[config.mk]
export PLATFORM = sky130hd
export DESIGN_NAME = alu_result_stage_flat
export DESIGN_NICKNAME = d
export VERILOG_FILES = /design/src/rtl/alu_result_stage_if.sv /design/src/rtl/alu_result_stage.sv /design/src/flat_wrapper.sv
export SDC_FILE = /design/constraint.sdc
export NUM_CORES = 1
export LEC_CHECK = 0
export CORE_ASPECT_RATIO = 0.5
export CORE_MARGIN = 2
export CORE_UTILIZATION = 52
export DETAILED_ROUTE_END_ITERATION = 10
export PLACE_DENSITY = 0.82
export SYNTH_ARGS = -nofsm -noshare
export SYNTH_HDL_FRONTEND = slang
export SYNTH_SLANG_ARGS = --single-unit
[constraint.sdc]
create_clock -name clk -period 4.3 [get_ports clk]
set_input_delay 0.86 -clock clk [delete_from_list [all_inputs] [get_ports clk]]
set_output_delay 0.86 -clock clk [all_outputs]
set_load 0.01 [all_outputs]
[src/rtl/alu_result_stage_if.sv]
// Handshake bundle between the ALU, the result stage and its consumer.
// The master drives the in_* payload and out_ready; the slave is the result stage.
interface alu_result_stage_if;
  logic        in_valid;
  logic        in_ready;
  logic [15:0] in_s;
  logic        in_cout;
  logic [1:0]  in_select;
  logic        in_a15;
  logic        in_b15;
  logic        out_valid;
  logic        out_ready;
  logic [15:0] out_s;
  logic [3:0]  out_flags;

  modport master (
    output in_valid, in_s, in_cout, in_select, in_a15, in_b15, out_ready,
    input  in_ready, out_valid, out_s, out_flags
  );

  modport slave (
    input  in_valid, in_s, in_cout, in_select, in_a15, in_b15, out_ready,
    output in_ready, out_valid, out_s, out_flags
  );
endinterface

[src/rtl/alu_result_stage.sv]
// Registered ALU result stage: derives N/Z/C/V, buffers results in a 2-entry
// skid buffer behind a registered in_ready, and keeps sticky flags and a transfer count.
module alu_result_stage (
  input  logic                clk,
  input  logic                rst_n,
  alu_result_stage_if.slave   bus,
  input  logic                clr,
  output logic [3:0]          sticky_flags,
  output logic [7:0]          xfer_cnt
);

  typedef enum logic [1:0] {StEmpty, StOne, StTwo} state_e;

  state_e      state_q, state_d;
  logic [15:0] main_s_q, main_s_d, skid_s_q, skid_s_d;
  logic [3:0]  main_flags_q, main_flags_d, skid_flags_q, skid_flags_d;
  logic        in_ready_q, in_ready_d;
  logic [3:0]  sticky_q, sticky_d;
  logic [7:0]  cnt_q, cnt_d;

  logic        in_xfer, out_xfer;
  logic        flag_c, flag_v;
  logic [3:0]  in_flags;

  // C and V are only meaningful for the arithmetic selects.
  always_comb begin
    flag_c = 1'b0;
    flag_v = 1'b0;
    unique case (bus.in_select)
      2'd2: begin
        flag_c = bus.in_cout;
        flag_v = (bus.in_a15 == bus.in_b15) & (bus.in_s[15] != bus.in_a15);
      end
      2'd3: begin
        flag_c = bus.in_cout;
        flag_v = (bus.in_a15 != bus.in_b15) & (bus.in_s[15] != bus.in_a15);
      end
      default: begin
      end
    endcase
    in_flags = {bus.in_s[15], bus.in_s == 16'h0000, flag_c, flag_v};
  end

  assign in_xfer  = bus.in_valid & in_ready_q;
  assign out_xfer = (state_q != StEmpty) & bus.out_ready;

  always_comb begin
    state_d      = state_q;
    main_s_d     = main_s_q;
    main_flags_d = main_flags_q;
    skid_s_d     = skid_s_q;
    skid_flags_d = skid_flags_q;
    unique case (state_q)
      StEmpty: begin
        if (in_xfer) begin
          main_s_d     = bus.in_s;
          main_flags_d = in_flags;
          state_d      = StOne;
        end
      end
      StOne: begin
        if (in_xfer && out_xfer) begin
          main_s_d     = bus.in_s;
          main_flags_d = in_flags;
        end else if (in_xfer) begin
          skid_s_d     = bus.in_s;
          skid_flags_d = in_flags;
          state_d      = StTwo;
        end else if (out_xfer) begin
          state_d = StEmpty;
        end
      end
      StTwo: begin
        // in_ready is low here, so only a drain can happen.
        if (out_xfer) begin
          main_s_d     = skid_s_q;
          main_flags_d = skid_flags_q;
          state_d      = StOne;
        end
      end
      default: state_d = StEmpty;
    endcase
    in_ready_d = (state_d != StTwo);
  end

  always_comb begin
    sticky_d = sticky_q;
    cnt_d    = cnt_q;
    if (clr && out_xfer) begin
      sticky_d = main_flags_q;
      cnt_d    = 8'd1;
    end else if (clr) begin
      sticky_d = 4'h0;
      cnt_d    = 8'd0;
    end else if (out_xfer) begin
      sticky_d = sticky_q | main_flags_q;
      cnt_d    = cnt_q + 8'd1;
    end
  end

  always_ff @(posedge clk or negedge rst_n) begin
    if (!rst_n) begin
      state_q      <= StEmpty;
      main_s_q     <= 16'h0000;
      main_flags_q <= 4'h0;
      skid_s_q     <= 16'h0000;
      skid_flags_q <= 4'h0;
      in_ready_q   <= 1'b1;
      sticky_q     <= 4'h0;
      cnt_q        <= 8'd0;
    end else begin
      state_q      <= state_d;
      main_s_q     <= main_s_d;
      main_flags_q <= main_flags_d;
      skid_s_q     <= skid_s_d;
      skid_flags_q <= skid_flags_d;
      in_ready_q   <= in_ready_d;
      sticky_q     <= sticky_d;
      cnt_q        <= cnt_d;
    end
  end

  assign bus.in_ready  = in_ready_q;
  assign bus.out_valid = (state_q != StEmpty);
  assign bus.out_s     = main_s_q;
  assign bus.out_flags = main_flags_q;
  assign sticky_flags  = sticky_q;
  assign xfer_cnt      = cnt_q;

endmodule

[src/flat_wrapper.sv]
// flat-port wrapper written by rule: the top's interface ports become plain ports
module alu_result_stage_flat 
  (clk, rst_n, clr, sticky_flags, xfer_cnt, bus_in_valid, bus_in_s, bus_in_cout, bus_in_select, bus_in_a15, bus_in_b15, bus_out_ready, bus_in_ready, bus_out_valid, bus_out_s, bus_out_flags);
  alu_result_stage_if bus_i ();
  input  logic clk;
  input  logic rst_n;
  input  logic clr;
  output logic [3:0] sticky_flags;
  output logic [7:0] xfer_cnt;
  input wire logic [$bits(bus_i.in_valid)-1:0] bus_in_valid;
  input wire logic [$bits(bus_i.in_s)-1:0] bus_in_s;
  input wire logic [$bits(bus_i.in_cout)-1:0] bus_in_cout;
  input wire logic [$bits(bus_i.in_select)-1:0] bus_in_select;
  input wire logic [$bits(bus_i.in_a15)-1:0] bus_in_a15;
  input wire logic [$bits(bus_i.in_b15)-1:0] bus_in_b15;
  input wire logic [$bits(bus_i.out_ready)-1:0] bus_out_ready;
  output wire logic [$bits(bus_i.in_ready)-1:0] bus_in_ready;
  output wire logic [$bits(bus_i.out_valid)-1:0] bus_out_valid;
  output wire logic [$bits(bus_i.out_s)-1:0] bus_out_s;
  output wire logic [$bits(bus_i.out_flags)-1:0] bus_out_flags;
  assign bus_i.in_valid = bus_in_valid;
  assign bus_i.in_s = bus_in_s;
  assign bus_i.in_cout = bus_in_cout;
  assign bus_i.in_select = bus_in_select;
  assign bus_i.in_a15 = bus_in_a15;
  assign bus_i.in_b15 = bus_in_b15;
  assign bus_i.out_ready = bus_out_ready;
  assign bus_in_ready = bus_i.in_ready;
  assign bus_out_valid = bus_i.out_valid;
  assign bus_out_s = bus_i.out_s;
  assign bus_out_flags = bus_i.out_flags;
  alu_result_stage u_core (.clk(clk), .rst_n(rst_n), .bus(bus_i), .clr(clr), .sticky_flags(sticky_flags), .xfer_cnt(xfer_cnt));
endmodule
==> results.toml, run 1 <==
[synth]
yosysTopAreaCell = "dfrtp_1"
synthCells = 266
yosys_warnings = 0
yosysSeqAreaShare = 0.5617
syn_nets = 293
synth.area.top_cells = "dfrtp_1 55%, nand2_1 16%, a31oi_1 4.8%"
synth_area_per_cell_sq_um = 8.885
synth_top_area_frac = 0.5506
synth_cell_types = 34
netlist_area_sq_um = 2364
synth_seq_cells = 53

[final_layout]
area_growth_pct = 30.17
insertedDiodeCount = 0
fill_cells = 346
stdcell_area_sq_um = 3077
finalNonFillerCells = 379
layout-drive-gt1-share = 0.04037
fin_nets = 348

[route]
drt-total-wl_um = 5093
wire_per_inst_um = 13.44
drt_iter0_drc = 109
via_per_inst = 5.282
dr_total_vias = 2002
drc = 0
ant_nets = 0
drtPass1Iterations = 4

[floorplanning]
initial_utilization = 0.5394
core_area_sq_um = 4382
io_pins = 60
fp.dieW_um = 99.35
row_count = 17
die_area_sq_um = 5133
die_h_um = 51.67

[sta]
maxSlewViolCount = 0
timing.fmax_ghz = 0.4055
hold_violations = 0
fin_crit_sh = 0.5735
setup_viol = 0
finClkSkew_ns = 0.006347
worst_pin_slew_ns = 0.7795
rsz0062_at_grt = "no"
fin_crit_ns = 2.466
slew_headroom = 0.4803
fin_tns_setup_ns = 0

[placement]
dpl.hpwl_um = 3624
place_inst = 371
place.gp.congestion = 0.7660
post_dp_cell_area_sq_um = 2960
io_buffers = 59

[clock_network]
cts_buffers = 5
path_clk_slew_ns = 0.09
cts_buffer_depth = 2
cts_resized = 0
htree_levels = 2
cts.sinks = 53
cts_hold_buffers = 0
clk_latency_ns = 0.30
tritoncts = "built"
cts_root_buf = "clkbuf_8"
post-cts-setup-buffer-count = 0

[global_route]
grt_remaining_overflow = 0
grt_max_degree = 54
grt_pass1_wl_um = 8190
grtUsageTotal = 0.2032
grt_pass1_vias = 1812
antenna_found_initial = 0

[worst_setup_path]
worst-setup-path-type = "primary input to register"
cp-end-kind = "register"
required_ns = 4.52
crit_path_max_fanout = 20
cp_data_arrival_time_ns = 2.69
critPathLaunchType = "primary input"

[power]
report.power.total_mw = 1.872
peakVddDrop_uv = 243.6
power_density_nw_per_um2 = 608.5
power_leakage_nw = 1.388

[worst_hold_path]
hold_class = "register to register"

[run_status]
status = "completed"

[job]
max_cap_violations = 0
metal layers:
metal  part of all wire  track usage
met1               0.45       0.2609
met2               0.50       0.3626
met3              0.048      0.03898
met4             0.0016      0.05251
met5                  0            0
worst paths after layout:
kind                                           startpoint                                to  slack [ns]  cells past startpoint
setup / recovery                            bus_out_ready  u_core.bus.out_s[10]$_DFFE_PN0P_        1.83                      6
hold / removal             u_core.skid_s_q[5]$_DFFE_PN0P_    u_core.skid_s_q[5]$_DFFE_PN0P_        0.48                      2
setup reg to reg            u_core.bus.in_ready$_DFF_PN1_  u_core.bus.out_s[10]$_DFFE_PN0P_        2.39                      5
hold reg to reg            u_core.skid_s_q[5]$_DFFE_PN0P_    u_core.skid_s_q[5]$_DFFE_PN0P_        0.48                      2
max in group asynchronous                           rst_n       u_core.state_q[0]$_DFF_PN0_        3.19                      2
min in group asynchronous                           rst_n   u_core.bus.out_s[2]$_DFFE_PN0P_        0.66                      2
logic make-up (layout without fill, tap and decap cells):
| logic type | count (synthesis) | after routing | share of synthesized area |
|---|---|---|---|
| buffers and inverters | 19 | 75 | 0.04288 |
| AOI/OAI and AO/OA | 33 | 33 | 0.08523 |
| DFF | 53 | 53 | 0.5617 |
| xor gates and xnor gates | 7 | 7 | 0.02594 |
| and+or+nand+nor | 151 | 151 | 0.2705 |
| muxes | 2 | 2 | 0.008470 |
| adders and majority gates | 1 | 1 | 0.005293 |
through the flow:
stage,worst slack (ns),hold WS [ns],utilization
floorplan,2.408,0.4455,-
global placement,1.634,0.4567,0.6756
global route,1.654,0.4982,0.7022
finish,1.834,0.4819,0.7022
CTS,1.824,0.4846,0.7022
detailed placement,1.515,0.4616,0.6756
flip-flops by register name, summed over array words and instances (netlist names):
register / count
u_core.sticky_flags: 4
u_core.bus.out_flags: 3
u_core.skid_s_q: 16
u_core.bus.out_s: 16
u_core.state_q: 2
u_core.xfer_cnt: 8
u_core.skid_flags_q: 3
u_core.bus.in_ready: 1
Yosys cell counts, drive strengths merged:
| cell | number |
|---|---|
| a211o | 1 |
| a21o | 1 |
| a21oi | 2 |
| a31oi | 18 |
| and2 | 1 |
| and3 | 1 |
| and3b | 2 |
| and4bb | 1 |
| buf | 7 |
| clkbuf | 7 |
| dfrtp | 52 |
| dfstp | 1 |
| ha | 1 |
| inv | 5 |
| mux2i | 2 |
| nand2 | 101 |
| nand2b | 1 |
| nand3 | 3 |
| nand3b | 2 |
| nand4 | 4 |
| nor2 | 24 |
| nor2b | 3 |
| nor3 | 2 |
| nor4 | 4 |
| o211ai | 1 |
| o21a | 2 |
| o21ai | 8 |
| or2 | 1 |
| or3 | 1 |
| xnor2 | 4 |
| xor2 | 3 |
where the power goes:
group	total (mW)	switching [mW]	internal, mW	leakage (nW)
Sequential	0.821	0.125	0.697	0.651
Combinational	0.707	0.340	0.367	0.678
Clock	0.343	0.154	0.190	0.0585
Total	1.87	0.618	1.25	1.39
critical path: stages:
cell and delay [ns]:
clkdlybuf4s50_1 0.60, and3b_1 0.21, a211o_1 0.46, buf_4 0.33
nor2_1 0.06, a31oi_1 0.15
placed cells by master (no fill, tap or decap), types with 5 or more instances in the layout:
cell type / instances
clkdlybuf4s50_1: 58
clkbuf_8: 6
inv_1: 5
nor2_1: 24
dfrtp_1: 52
o21ai_0: 7
a31oi_1: 18
nand2_1: 101
cell type report:
class	count	area (sq um)	share of cell area
repair buffers	62	608.1	0.1976
multi-input cells	194	934.6	0.3038
clock buffers	7	86.33	0.02806
inverters	5	18.77	0.006100
flip-flops and latches	53	1328	0.4315
clock inverters	1	30.03	0.009760
well taps	57	71.32	0.02318
(Power assumes the default switching activity.)
==> inputs of run 2 (changes only) <==
Settings changed: CORE_UTILIZATION 52 to 48, PLACE_DENSITY 0.82 to 0.77.
Clock period 4.3 ns to 2.5 ns, I/O delays scaled along.
==> run 2 against run 1 <==
Combinational power rose by 73%. Worst hold slack got worse by 0.19 ns. Wire length up 0.16%. Global-route usage shrank 0.29 points. Total power up 73%. Count of clock-buffer cells in the layout did not move. Clock power increased by 73%. Non-clock buffer count increased by 1. First-iteration DRC count is 29% lower. Critical endpoint is now bus_out_valid. Highest routed layer unchanged. Clock skew down 0.0024 ns. Largest cell class unchanged.
==> results.toml, run 2 (synthesized netlist as in run 1, its figures left out) <==
[sta]
finClkSkew_ns = 0.003917
fin_crit_ns = 2.066
fin_tns_setup_ns = 0
maxSlewViolCount = 0
timing.fmax_ghz = 0.4839
hold_violations = 0
setup_viol = 0
rsz0062_at_grt = "no"
holdWs_ns = 0.2960
setup_slack_ns = 0.4335
worst_pin_slew_ns = 0.7901
slew_headroom = 0.4733
fin_crit_sh = 0.8266

[worst_setup_path]
worst-setup-path-type = "register to output pin"
cp-end-kind = "output pin"
slowest_stage = "clkdlybuf4s50_1"
critPathLaunchType = "register"
cp_data_arrival_time_ns = 1.57
required_ns = 2.00
path_delay_family = "buffers and inverters"
crit_path_max_fanout = 9
cp.buffers_inverters = 1
slowest_delay_ns = 0.48
crit_chain = "or2_2, clkdlybuf4s50_1"

[global_route]
grtUsageTotal = 0.2003
antenna_found_initial = 0
grt_pass1_vias = 1895
grt_pass1_wl_um = 8418
grt_remaining_overflow = 0
grt_max_degree = 54

[final_layout]
area_growth_pct = 31.50
finalNonFillerCells = 389
layout-drive-gt1-share = 0.04334
fin_nets = 349
stdcell_area_sq_um = 3108
final_cell_mix = "101 x nand2_1, 58 x clkdlybuf4s50_1, 52 x dfrtp_1"
final_common_cell = "nand2_1"
insertedDiodeCount = 0

[clock_network]
cts_root_buf = "clkbuf_8"
tritoncts = "built"
cts_buffers = 5
path_clk_slew_ns = 0.09
cts_hold_buffers = 0
cts_resized = 0
clk_latency_ns = 0.30
cts.sinks = 53
cts_buffer_depth = 2
post-cts-setup-buffer-count = 0
htree_levels = 2

[route]
ant_nets = 0
dr_total_vias = 1990
drt-total-wl_um = 5101
drc = 0
drtPass1Iterations = 4
drt_iter0_drc = 77
via_per_inst = 5.116
wire_per_inst_um = 13.11

[power]
peakVddDrop_uv = 481.4
power_density_nw_per_um2 = 1044
power_leakage_nw = 1.397

[placement]
post_dp_cell_area_sq_um = 2992
dpl_worst_slack_ns = 0.3039
dpl.hpwl_um = 3629
io_buffers = 59
place.gp.congestion = 0.8666
place_inst = 381

[floorplanning]
initial_utilization = 0.5168
die_h_um = 53.62
io_pins = 60
row_count = 17
core_area_sq_um = 4573
die_area_sq_um = 5535
fp.dieW_um = 103.2

[job]
max_cap_violations = 0

[worst_hold_path]
hold_class = "primary input to asynchronous set/reset pin"

[run_status]
status = "completed"
-- run 2: changes by cell type in the layout (fill, tap and decap cells not counted), sizes merged --
cell / delta
buf: +1
-- run 2: metal layers --
| layer | share of wire | up-vias | global-route usage | routed length, um |
|---|---|---|---|---|
| met3 | 0.057 | 7 | 0.04935 | 289 |
| li1 | - | 984 | - | - |
| met4 | 0.013 | 0 | 0.07237 | 65 |
| met2 | 0.49 | 54 | 0.3680 | 2488 |
| met1 | 0.44 | 945 | 0.2340 | 2258 |
| met5 | 0 | - | 0 | 0 |
-- run 2: final cells by class --
cell class / count / area (sq um)
clock buffer: 7 / 86.33
clock inverter: 1 / 30.03
fill: 398 / 1465
inverter: 5 / 18.77
multi-input combinational: 194 / 934.6
sequential: 53 / 1328
tap: 66 / 82.58
timing repair buffer: 63 / 628.1
-- run 2: worst paths after layout --
check | start | endpoint | slack, ns | depth (start not counted)
max in group asynchronous | rst_n | u_core.state_q[1]$_DFF_PN0_ | 1.77 | 2
min reg2reg | u_core.skid_flags_q[1]$_DFFE_PN0P_ | u_core.skid_flags_q[1]$_DFFE_PN0P_ | 0.48 | 2
max | u_core.state_q[0]$_DFF_PN0_ | bus_out_valid | 0.43 | 2
max reg2reg | u_core.state_q[1]$_DFF_PN0_ | u_core.bus.out_s[6]$_DFFE_PN0P_ | 0.78 | 5
min in group clk | u_core.skid_flags_q[1]$_DFFE_PN0P_ | u_core.skid_flags_q[1]$_DFFE_PN0P_ | 0.48 | 2
min | rst_n | u_core.bus.out_s[4]$_DFFE_PN0P_ | 0.30 | 2
-- run 2: worst reg2reg max path: stages, from the launching register on --
cell and delay [ns]:
dfrtp_1 0.48, and3b_1 0.25, a211o_1 0.49, buf_12 0.24
nor2_1 0.09, a31oi_1 0.05
-- run 2: where the power goes --
| group | switching, mW | internal [mW] | total, mW |
|---|---|---|---|
| combinational | 0.574 | 0.649 | 1.22 |
| sequential | 0.228 | 1.20 | 1.43 |
| clock | 0.267 | 0.327 | 0.593 |
| total | 1.07 | 2.17 | 3.24 |
-- run 2: through the flow --
stage	total power, mW	util
2_1_floorplan	2.059	-
3_3_place_gp	2.638	0.6542
3_5_place_dp	2.679	0.6542
4_1_cts	3.274	0.6796
5_1_grt	3.473	0.6796
6_report	3.244	0.6796
==> inputs of run 3 (changes only) <==
Clock period 2.5 ns to 2.1 ns, I/O delays scaled along.
==> run 3 against run 2 <==
Total power increased by 15%. Via count rose by 1.3%. Cell area up 0.24%. Global-route usage barely moved. Largest power group unchanged.
==> results.toml, run 3 (synthesized netlist as in run 1, its figures left out) <==
[final_layout]
area_growth_pct = 31.82
fin_nets = 354
fill_cells = 376
layout-drive-gt1-share = 0.05183
final_common_cell = "nand2_1"
final_cell_mix = "101 x nand2_1, 58 x clkdlybuf4s50_1, 52 x dfrtp_1"
insertedDiodeCount = 0
stdcell_area_sq_um = 3115
fin_util = 0.6813

[global_route]
grt_pass1_vias = 1823
grt_remaining_overflow = 0
grtUsageTotal = 0.1999
grt_max_degree = 47
antenna_found_initial = 0
grt_pass1_wl_um = 8418

[worst_setup_path]
reg2reg_from = "u_core.state_q[1]$_DFF_PN0_"
cp-end-kind = "output pin"
ff2ff_path_depth = 5
rrSetupSlack_ns = 0.53
crit_path_max_fanout = 9
slowest_stage = "clkdlybuf4s50_1"
reg2reg_to = "u_core.bus.out_s[9]$_DFFE_PN0P_"
cp_data_arrival_time_ns = 1.57
crit_chain = "or2_2, clkdlybuf4s50_1"
required_ns = 1.68
slowest_delay_ns = 0.48
worst-setup-path-type = "register to output pin"
critPathLaunchType = "register"

[sta]
fin_tns_setup_ns = 0
fin_crit_ns = 1.990
setup_viol = 0
hold_violations = 0
slew_headroom = 0.7016
finClkSkew_ns = 0.004053
timing.fmax_ghz = 0.5026
rsz0062_at_grt = "no"
setup_slack_ns = 0.1102
maxSlewViolCount = 0
worst_pin_slew_ns = 0.4435
fin_crit_sh = 0.9475

[worst_hold_path]
hold_end = "u_core.skid_s_q[10]$_DFFE_PN0P_"
hold_class = "register to register"
hold_start = "u_core.skid_s_q[10]$_DFFE_PN0P_"
hold_depth = 2

[floorplanning]
die_h_um = 53.62
die_area_sq_um = 5535
io_pins = 60
fp.dieW_um = 103.2
initial_utilization = 0.5168
core_area_sq_um = 4573
row_count = 17

[power]
peakVddDrop_uv = 522.8
power_density_nw_per_um2 = 1194
power_leakage_nw = 1.400

[route]
drt_iter0_drc = 79
dr_total_vias = 2015
ant_nets = 0
wl_met3_um = 210
dr_wl_met2_um = 2419
drtPass1Iterations = 5
via_per_inst = 5.114
drc = 0
wire_per_inst_um = 13.04
highest_layer = "met4"
drt-total-wl_um = 5138
wl_met1_um = 2439

[clock_network]
tritoncts = "built"
cts_resized = 0
cts_buffers = 5
cts_hold_buffers = 1
cts.sinks = 53
htree_levels = 2
cts_buffer_depth = 2
post-cts-setup-buffer-count = 0
clk_latency_ns = 0.30
path_clk_slew_ns = 0.09
cts_root_buf = "clkbuf_8"

[job]
max_cap_violations = 0

[placement]
place.gp.congestion = 0.8280
post_dp_cell_area_sq_um = 3022
dpl_worst_slack_ns = 0.1391
dpl.hpwl_um = 3699
io_buffers = 59

[run_status]
status = "completed"
[run 3: cell types whose count changed in the layout (fill, tap and decap cells not counted), sizes merged]
cell | previous run | this run
bufinv | 1 | 0
clkinvlp | 0 | 1
buf | 5 | 9
dlygate4sd3 | 0 | 1
[run 3: layout make-up]
type / instances / area, sq um / area share
clock buffers: 7 / 76.32 / 0.02450
clock inverters: 1 / 7.507 / 0.002410
inverters: 5 / 18.77 / 0.006024
multi-input cells: 194 / 934.6 / 0.3000
flip-flops and latches: 53 / 1328 / 0.4261
well taps: 66 / 82.58 / 0.02651
repair buffers: 68 / 668.1 / 0.2145
[run 3: how the worst max path moves through the flow]
stage                                                endpoint  slack, ns                         from  cells past startpoint
after global placement    u_core.bus.out_flags[2]$_DFFE_PN0P_       0.18                  bus_in_s[1]                      5
after floorplan           u_core.bus.out_flags[2]$_DFFE_PN0P_       0.64  u_core.state_q[1]$_DFF_PN0_                      5
after CTS                                       bus_out_valid       0.10  u_core.state_q[0]$_DFF_PN0_                      2
after global routing                            bus_out_valid       0.04  u_core.state_q[0]$_DFF_PN0_                      2
after detailed placement     u_core.bus.out_s[11]$_DFFE_PN0P_       0.14                 bus_in_valid                      6
final                                           bus_out_valid       0.11  u_core.state_q[0]$_DFF_PN0_                      2
[run 3: per-stage QoR]
stage	hold WS [ns]	std cells	power (mW)
after global placement	0.2789	385	3.146
final	0.4837	394	3.720
after detailed placement	0.2826	385	3.195
after floorplan	0.1244	266	2.452
after CTS	0.4849	394	3.752
after global routing	0.4920	394	3.994
[run 3: per-layer routing]
layer	global-route usage	vias to the layer above
met3	0.04675	8
met5	0	-
li1	-	996
met4	0.05263	0
met1	0.2701	960
met2	0.3323	51
[run 3: worst max-delay path, delay by kind of cell, from the launching register on]
kind	cells	cell delay [ns]
AND/OR/NAND/NOR	1	0.33
flip-flops	1	0.47
buffers and inverters	1	0.48
[run 3: report_power, final]
part	internal, mW	switching (mW)
combinational	0.777	0.690
sequential	1.43	0.268
clock	0.237	0.322
total	2.44	1.28
==> variant: new RTL, settings of run 3 <==
Re-encode `state_e` (3 states) as one-hot, 3 bits wide.
--- a/src/rtl/alu_result_stage.sv
+++ b/src/rtl/alu_result_stage.sv
@@ -10,5 +10,5 @@
 );
 
-  typedef enum logic [1:0] {StEmpty, StOne, StTwo} state_e;
+  typedef enum logic [2:0] {StEmpty = 3'b001, StOne = 3'b010, StTwo = 3'b100} state_e;
 
   state_e      state_q, state_d;
Formal check against the unedited RTL: same outputs for any inputs over 4 cycles, from zero or initial values and one cycle with rst_n low; so few cycles prove little.
==> variant against run 3 <==
Critical path depth did not move. Area after synthesis rose by 9.2%. Total power rose by 2.8%. Routed wire length rose by 3.3%. Worst setup slack improved by 35 ps. Highest routed layer unchanged. Design area rose by 9.2%. Maximum frequency rose by 1.8%. Sequential cell count rose by 1.
==> variant: results (changes against run 3) <==
outcome finished clean (unchanged); M3 GR Usage 0.0398 (was 0.0468); most area-consuming cells after synthesis dfrtp_1 (50%), mux2_2 (11%), nand2_1 (9.2%), mux2_4 (6.4%), o21ai_0 (2.3%) (was dfrtp_1 (55%), nand2_1 (16%), a31oi_1 (4.8%), nor2_1 (3.8%), o21ai_0 (1.5%)); multi-input combinational area share 0.326 (was 0.300); setup bufs post-CTS 1 (was 0); gpl congestion 0.789 (was 0.828); GR Util All Layers 0.194 (was 0.200); #FFs+latches synth 54 (was 53); worst setup path endpoint bus_out_valid (unchanged); placed cells 365 (was 385); Tcrit/Tclk final 0.931 (was 0.948); Mapped Cells 237 (was 266); Non-CTS inverters 9 (was 5); Filler Cell Count 386 (was 376); cells on worst reg2reg path 4 (was 5); DPL Wire Length 3.81 mm (was 3.70 mm); count leader, synth nand2_1 (unchanged); slew at the pin with the worst max-slew slack 440 ps (was 444 ps); M1 wire length 2.54 mm (was 2.44 mm); multi-input gates 161 (was 194); via count 1893 (was 2015); worst hold path type in2async (was reg2reg); wire length per cell 14.2 um (was 13.0 um); tap cells 70 (was 66); top cells by instance count after synthesis nand2_1 (63), dfrtp_1 (52), mux2_2 (26) (was nand2_1 (101), dfrtp_1 (52), nor2_1 (24)); GR Util met2 0.327 (was 0.332); sequential-to-total area share from yosys stat 0.524 (was 0.562); NetSw 1190 uW (was 1280 uW); Arr. time, crit path 1540 ps (was 1570 ps); nets 330 (was 354); buffer levels on the longest clock path 2 (unchanged); CLK BUF 6 (was 7); global-route wire length before repair 9.18 mm (was 8.42 mm); Max FO, Critical Path 8 (was 9); reg-to-reg endpoint u_core.bus.out_s[11] (was u_core.bus.out_s[9]); metal2 WL 2.55 mm (was 2.42 mm); final core utilization 0.674 (was 0.681); hold_ws 41.1 ps (was 484 ps); drt total wl 5.31 mm (was 5.14 mm); routed wire length on met3 199 um (was 210 um); R2R setup slack 310 ps (was 530 ps); Starting DRT DRC Count 97 (was 79); register area 1360 sq um (was 1330 sq um); Worst Setup SP u_core.state_q[1] (was u_core.state_q[0]); share of post-route cells with drive strength above 1 0.224 (was 0.0518); worst reg2reg startpoint u_core.state_q[2] (was u_core.state_q[1]); leak pwr 0.00153 uW (was 0.00140 uW); worst ir drop on vdd 0.000560 V (was 0.000523 V); Setup WS pre-CTS -66.7 ps (was 139 ps); skew final 5.56 ps (was 4.05 ps); Layout clock area frac 0.0280 (was 0.0269); Buffers, non-clock 72 (was 68); placed cell areas 3300 sq um (was 3020 sq um); Data buffer area share 0.212 (was 0.214)
-- variant: cell types whose count changed after synthesis, moves of 3 or more --
| cell | change |
|---|---|
| nor2b_1 | -3 |
| o21ai_0 | +5 |
| a31oi_1 | -17 |
| mux2_2 | +26 |
| mux2_4 | +11 |
| nand2_1 | -38 |
| inv_1 | +4 |
| a21oi_1 | +3 |
| nor2_1 | -19 |
-- variant: critical path, stage by stage, from the launching register on --
cell and delay, ps:
dfrtp_2 490, or3b_1 440, dlygate4sd2_1 300
-- variant: power groups by stage --
stage	clock network (uW)	registers (uW)	logic (uW)
4_1_cts	618	1680	1560
6_report	610	1680	1530
5_1_grt	676	1740	1660
2_1_floorplan	0	1740	784
3_5_place_dp	0	1710	1530
3_3_place_gp	0	1690	1480
-- variant: cell families after synthesis --
kind of cell	count (synthesis)	synth area share
muxes	40	0.189
buffers and inverters	22	0.0456
and+or+nand+nor	94	0.173
DFF	54	0.524
xor gates and xnor gates	6	0.0204
AOI/OAI and AO/OA	20	0.0427
adders and majority gates	1	0.00485
